--- src/rtl/sum_accumulator.sv ---
`default_nettype none
// ============================================================================
// sum_accumulator : sums BLOCK_LEN accepted adder outputs into one block total
// Revision 1.0
// ============================================================================
module sum_accumulator #(
   parameter int SUM_W     = 7,
   parameter int BLOCK_LEN = 4,
   parameter int ACC_W     = 9,
   parameter int CNT_W     = 3
) (
   input  logic             i_w_clk,
   input  logic             i_w_rst_n,
   input  logic [SUM_W-1:0] i_w_s,
   input  logic             i_w_valid,
   output logic             o_w_ready,
   output logic [ACC_W-1:0] o_w_acc,
   output logic             o_w_ovf,
   output logic [CNT_W-1:0] o_w_cnt,
   output logic             o_w_valid,
   input  logic             i_w_ready
);

   localparam logic [0:0]       ST_ACCUM = 1'b0;
   localparam logic [0:0]       ST_DONE  = 1'b1;
   localparam logic [CNT_W-1:0] C_LAST   = CNT_W'(BLOCK_LEN - 1);

   logic [0:0]       state_q, state_d;
   logic [ACC_W-1:0] acc_q, acc_d;
   logic             ovf_q, ovf_d;
   logic [CNT_W-1:0] cnt_q, cnt_d;

   logic             w_accept;
   logic [ACC_W:0]   w_sum_ext;
   logic [ACC_W:0]   w_add;

   // One extra bit on the add captures the carry out of the accumulator.
   assign w_sum_ext = {{(ACC_W + 1 - SUM_W){1'b0}}, i_w_s};
   assign w_add     = {1'b0, acc_q} + w_sum_ext;
   assign w_accept  = i_w_valid && (state_q == ST_ACCUM);

   always_comb begin
      state_d = state_q;
      acc_d   = acc_q;
      ovf_d   = ovf_q;
      cnt_d   = cnt_q;
      if (state_q == ST_ACCUM) begin
         if (w_accept) begin
            acc_d = w_add[ACC_W-1:0];
            ovf_d = ovf_q | w_add[ACC_W];
            if (cnt_q == C_LAST) begin
               cnt_d   = '0;
               state_d = ST_DONE;
            end else begin
               cnt_d = cnt_q + CNT_W'(1);
            end
         end
      end else begin
         if (i_w_ready) begin
            acc_d   = '0;
            ovf_d   = 1'b0;
            state_d = ST_ACCUM;
         end
      end
   end

   always_ff @(posedge i_w_clk or negedge i_w_rst_n) begin
      if (!i_w_rst_n) begin
         state_q <= ST_ACCUM;
         acc_q   <= '0;
         ovf_q   <= 1'b0;
         cnt_q   <= '0;
      end else begin
         state_q <= state_d;
         acc_q   <= acc_d;
         ovf_q   <= ovf_d;
         cnt_q   <= cnt_d;
      end
   end

   // All outputs come straight from registers; no input-to-output path.
   assign o_w_ready = (state_q == ST_ACCUM);
   assign o_w_valid = (state_q == ST_DONE);
   assign o_w_acc   = acc_q;
   assign o_w_ovf   = ovf_q;
   assign o_w_cnt   = cnt_q;

endmodule
`default_nettype wire
--- config.mk ---
export PLATFORM = sky130hd
export DESIGN_NAME = sum_accumulator
export DESIGN_NICKNAME = d
export VERILOG_FILES = /design/src/rtl/sum_accumulator.sv
export SDC_FILE = /design/constraint.sdc
export NUM_CORES = 1
export LEC_CHECK = 0
export CORE_MARGIN = 2
export CORE_UTILIZATION = 30
export DETAILED_ROUTE_END_ITERATION = 16
export SLEW_MARGIN = 20
export SYNTH_ARGS = -nofsm -noshare
export SYNTH_HDL_FRONTEND = slang
export SYNTH_SLANG_ARGS = --single-unit
--- constraint.sdc ---
create_clock -name i_w_clk -period 4.8 [get_ports i_w_clk]
set_input_delay 0.96 -clock i_w_clk [delete_from_list [all_inputs] [get_ports i_w_clk]]
set_output_delay 0.96 -clock i_w_clk [all_outputs]
set_load 0.05 [all_outputs]
==> results of run 1 <==
-- worst max-delay path, stage by stage (launching register included) --
cell             delay (ps)
dfrtp_1                 550
inv_1                   200
clkdlybuf4s50_1         830
-- synth_stat cells, drive strengths merged, types with 2 or more instances --
cell type,number,area [µm²]
mux2i,2,20.0
a21oi,4,23.8
nand2,12,45.0
nand2b,2,12.5
ha,8,100
o31ai,2,28.8
o22ai,2,12.5
clkbuf,2,7.51
xor2,2,17.5
o21ai,14,70.1
a21boi,2,15.0
inv,4,15.0
nor2,6,25.0
xnor2,2,17.5
dfrtp,14,350
nor2b,3,26.3
-- state kept, by name (all words and copies together) (netlist names) --
register and flops:
o_w_acc 9, o_w_cnt 3, o_w_ovf 1, o_w_valid 1
-- metrics by stage --
step           std cells  hold WS (ps)  setup WS (ps)  instance area (µm²)  power (mW)
3_5_place_dp         153           500           1860                 1210       0.848
6_report             157           519           1980                 1240       0.932
5_1_grt              157           564           1860                 1240       0.997
3_3_place_gp         153           491           1890                 1210       0.840
2_1_floorplan         97           664           2380                  925       0.669
4_1_cts              157           521           1950                 1240       0.938
-- cells by family (layout without fill, tap and decap cells) --
group	after synthesis	after routing	synth area share, %
simple gates	29	29	16.5
xor+xnor	4	4	3.79
buf+inv	6	33	2.44
flops	14	14	37.9
mux	2	2	2.17
fa+ha+maj	9	9	13.0
compound gates	33	33	24.2
-- power by group --
group	total, mW	switching, mW	internal [mW]
Clock	0.0873	0.0411	0.0462
Combinational	0.615	0.378	0.237
Sequential	0.229	0.0590	0.170
Total	0.932	0.478	0.454
-- final timing paths --
check	to	slack (ps)	depth (start not counted)
worst max-delay path	o_w_ready	1980	2
worst min-delay path	o_w_cnt[0]	520	1
worst max register to register	o_w_acc[8]	2820	8
worst min register to register	o_w_cnt[0]	520	1
max in group asynchronous	o_w_acc[2]	3340	1
min in group asynchronous	o_w_acc[6]	1060	1
-- cell type report --
cell class              count  area [µm²]  area share [%]
inverters                   4        15.0            1.21
multi-input cells          77         552            44.3
clock buffers               4        36.3            2.91
well taps                  33        41.3            3.32
flip-flops and latches     14         350            28.1
repair buffers             25         250            20.1
-- routing by layer --
layer / vias up / GRT usage, % / routed length [µm]
met5: - / 0 / 0
met4: 0 / 1.90 / 0
met3: 0 / 4.59 / 93
met2: 22 / 22.0 / 1010
met1: 379 / 16.8 / 997
li1: 414 / - / -
==> results by group, run 1 <==
Run status
  – Status: finished clean

Routing
  – Routed via count: about 800
  – Vias per std cell: ~5.2
  – Final antenna-violating net count: 0
  – Drt drc: 0
  – Number of iterations in the first detailed-routing pass: 4
  – Post-Route WL: ~2100 µm
  – Mean routed wirelength per cell: between 10 and 15 µm
  – Starting DRT DRC Count: 15

Finish
  – Share of cells above drive strength 1: 7.26%
  – Number of fill cells: around 310
  – Core Util, Final: roughly two fifths
  – Commonest cells after routing, fill and taps aside: 25 x clkdlybuf4s50_1, 14 x dfrtp_1, 12 x nand2_1, 8 x o21ai_0, 8 x ha_1
  – Area delta synth->final: 34.6%
  – Final net count: between 100 and 150
  – Commonest non-fill, non-tap cell in the layout: clkdlybuf4s50_1
  – Diode count: 0

Die
  – Die H: approximately 60 µm
  – Starting Density: 30.8%
  – Die width: about 60 µm
  – Die ar.: 3540 µm²
  – Core ar.: between 3000 and 4000 µm²
  – Floorplan row count: 20
  – IO Pins: 26

Clock network
  – Inserted Clock Buffers: 3
  – Num Clock Sinks: 14
  – CTS Hold Bufs: 0
  – Number of setup buffers added after CTS: 0
  – CTS H-tree lvls: 1
  – Clock latency on the worst-skew pair: ~280 ps
  – Clock transition at the registers of the reported paths: 90 ps
  – CTS tree: yes
  – CTS resizes: 0
  – CTS root buf: clkbuf_4
  – Clock Path Buffers: 2

STA
  – Worst slew pin tran: ~630 ps
  – Final critical-path share of the clock period: about three fifths
  – Slew headroom: roughly three fifths
  – Skew final: 2.70 ps
  – Final Hold Viols: 0
  – Setup TNS: 0 ps
  – Final setup fails: 0
  – Tmin final: roughly 2800 ps
  – Fmax: about 350 MHz
  – Max Transition Viols Final: 0
  – RSZ-0062 raised after global routing: false

Setup path
  – Worst Setup SP: o_w_valid
  – WS Path Type: flip-flop to primary output
  – Worst reg2reg path startpoint: o_w_acc[0]
  – CP Capture Type: primary output
  – Critical path startpoint category: flip-flop
  – Arrival time at the worst endpoint: approximately 1900 ps
  – WP data required: about 3800 ps
  – Crit path max fanout: 15

Placement
  – Post-detail-place hpwl: around 1600 µm
  – I/O Buffers: 25
  – Routability cong.: between 0.8 and 0.9

Yosys
  – Synth Area per Inst: 9.53 µm²
  – Sequential share of the synthesized area: between 30% and 40%
  – Synth async-reset ratio: 100%
  – Unique masters post-synth: 37
  – Post-synth EDFFs: 0
  – FF+latch count, synth: 14
  – Mapped Nets: approximately 120
  – Post-Syn Instances: a little under 100
  – Ys flop type: dfrtp_1
  – Synthesized area: a little over 900 µm²
  – Yosys Warn Count: 0

Global route
  – GRT Total Usage: 13.2%
  – First-pass GRT wire length: between 3000 and 4000 µm
  – Grt ovf: 0
  – Initial antenna violation count: 0
  – Number of global-route vias before repair: between 700 and 800
  – Largest net degree at the start of global routing: 16

Pwr
  – Static Leak: 0.525 nW
  – Power Dens Cells: about 750 nW/µm²
  – Peak VDD IR: approximately 0.00033 V

Min path
  – Hold_sp: o_w_cnt[0]
  – Hold Path Class: flip-flop to flip-flop

Job
  – Max-cap violations: 0
(Power assumes the default switching activity.)
==> inputs of run 2 (changes only) <==
Clock period 4.8 ns to 2.8 ns, I/O delays scaled along.
==> results of run 2 <==
Same layout as run 1 (identical final DEF). Status: finished clean.
Main changes from that run: setup slack after placement 1860 ps -> 258 ps; setup slack after layout 1980 ps -> 376 ps; register-to-register setup slack 2820 ps -> 820 ps; total power 0.932 mW -> 1.60 mW; worst IR drop on VDD 0.000328 V -> 0.000562 V
==> inputs of run 3 (changes only) <==
Settings changed: CORE_MARGIN 2 to unset.
==> run 3 against run 2 <==
- final area is 0.20% lower
- clock power shrank 4%
- final cell count is 1.3% lower
- largest power group unchanged
- critical path type unchanged
- critical endpoint unchanged
- flip-flop and latch count did not move
==> results by group, run 3 (synthesized netlist as in run 1, its figures left out) <==
Setup path
  – CP Capture Type: primary output
  – Worst reg2reg path startpoint: o_w_acc[0]
  – Worst-path cell chain: inv_1 > clkdlybuf4s50_1
  – WS Path Type: flip-flop to primary output
  – Slowest stage cell, crit path: clkdlybuf4s50_1
  – Buffers & Inverters on Critical Path: 2 (unchanged)
  – WP data required: 2240 ps
  – Crit path max-delay family: buffers and inverters
  – Critical path startpoint category: flip-flop
  – Worst Setup SP: o_w_valid
  – Crit path max fanout: 15 (unchanged)
  – Arrival time at the worst endpoint: 1840 ps (-20 ps)
  – Crit-path max cell delay: 820 ps (about the same)

Min path
  – Hold Path Class: flip-flop to flip-flop
  – Hold_sp: o_w_cnt[0]

STA
  – Setup TNS: 0 ps (unchanged)
  – WHS: 512 ps (-6.91 ps)
  – Final critical-path share of the clock period: a little under nine tenths
  – Tmin final: approximately 2400 ps
  – Max Transition Viols Final: 0 (unchanged)
  – Skew final: 2.21 ps (-0.498 ps)
  – Final setup fails: 0 (unchanged)
  – RSZ-0062 raised after global routing: false
  – Final Hold Viols: 0 (unchanged)
  – Worst slew pin tran: 633 ps (+7.31 ps)
  – Fmax: between 400 and 500 MHz
  – Slew headroom: 57.7% (-0.49 points)

Routing
  – Met1 WL: 967 µm (-3.0%)
  – WL met2: 964 µm (-4.8%)
  – Post-Route WL: 2040 µm (-3.3%)
  – Max layer used: met4
  – Routed via count: 810 (-0.61%)
  – Vias per std cell: 5.23 (+0.67%)
  – Mean routed wirelength per cell: 13.1 µm (-2.0%)
  – Final antenna-violating net count: 0 (unchanged)
  – Met3 WL: 93 µm (unchanged)
  – Starting DRT DRC Count: 17 (+2)
  – Number of iterations in the first detailed-routing pass: 4 (unchanged)
  – Drt drc: 0 (unchanged)

Clock network
  – Clock latency on the worst-skew pair: 280 ps (about the same)
  – CTS tree: yes
  – Inserted Clock Buffers: 3 (unchanged)
  – Clock transition at the registers of the reported paths: 80 ps (about the same)
  – Number of setup buffers added after CTS: 0 (unchanged)
  – CTS resizes: 0 (unchanged)
  – CTS H-tree lvls: 1 (unchanged)
  – Clock Path Buffers: 2 (unchanged)
  – CTS Hold Bufs: 0 (unchanged)
  – CTS root buf: clkbuf_4
  – Num Clock Sinks: 14 (unchanged)

Finish
  – Final net count: 145 (unchanged)
  – Final Cell Area: 1240 µm² (-0.20%)
  – Commonest non-fill, non-tap cell in the layout: clkdlybuf4s50_1
  – Area delta synth->final: 34.4%
  – Commonest cells after routing, fill and taps aside: 25 x clkdlybuf4s50_1, 14 x dfrtp_1, 12 x nand2_1, 8 x o21ai_0, 8 x ha_1
  – Max reg flops: 9 (unchanged)
  – Diode count: 0 (unchanged)
  – Share of cells above drive strength 1: 7.26% (unchanged)

Pwr
  – Static Leak: 0.525 nW (unchanged)
  – Total power: 1.59 mW
  – Power Dens Cells: roughly 1300 nW/µm²
  – Peak VDD IR: approximately 0.00062 V

Run status
  – Status: finished clean

Global route
  – Grt ovf: 0 (unchanged)
  – First-pass GRT wire length: 3690 µm (+5.1%)
  – GRT Total Usage: 14.8% (+1.6 points)
  – Number of global-route vias before repair: 787 (-0.38%)
  – Largest net degree at the start of global routing: 16 (unchanged)
  – Initial antenna violation count: 0 (unchanged)

Die
  – Die H: 57.5 µm (-3.4%)
  – Die ar.: 3310 µm² (-6.6%)
  – Die width: 57.5 µm (-3.4%)
  – Starting Density: 32.7% (+1.9 points)
  – IO Pins: 26 (unchanged)
  – Core ar.: 2830 µm² (-5.8%)
  – Floorplan row count: 19 (-5.0%)

Job
  – Max-cap violations: 0 (unchanged)

Placement
  – I/O Buffers: 25 (unchanged)
  – Post-detail-place hpwl: 1570 µm (-3.5%)
  – Routability cong.: 0.775 (-9.1%)
  – Placed Area: 1210 µm² (-0.21%)
run 3: area by class of cell:
class / instances / area (µm²)
sequential: 14 / 350
inverter: 4 / 15.0
clock buffer: 4 / 36.3
multi-input combinational: 77 / 552
timing repair buffer: 25 / 250
fill: 295 / 1590
tap: 31 / 38.8
run 3: final timing paths:
check / end / slack [ps] / cells past startpoint
min reg2reg: o_w_cnt[0] / 510 / 1
min: o_w_cnt[0] / 510 / 1
max in group asynchronous: o_w_acc[7] / 1730 / 1
max reg2reg: o_w_acc[8] / 810 / 8
max: o_w_ready / 400 / 2
min in group asynchronous: o_w_acc[3] / 670 / 1
run 3: metrics by stage:
stage,cells,setup slack (ps),utilization [%]
floorplan,97,683,-
global placement,151,300,42.6
detailed placement,151,255,42.6
CTS,155,387,43.9
global route,155,316,43.9
finish,155,400,43.9
run 3: power breakdown:
part | leakage, nW | internal (mW) | total (mW) | switching (mW)
logic | 0.331 | 0.408 | 1.05 | 0.643
clock network | 0.0210 | 0.0791 | 0.144 | 0.0652
registers | 0.173 | 0.292 | 0.394 | 0.102
total | 0.525 | 0.779 | 1.59 | 0.810
run 3: routing by layer:
layer	vias up	GRT usage, %
met5	-	0
met2	18	23.6
met3	2	4.76
met4	0	3.14
li1	410	-
met1	380	19.7
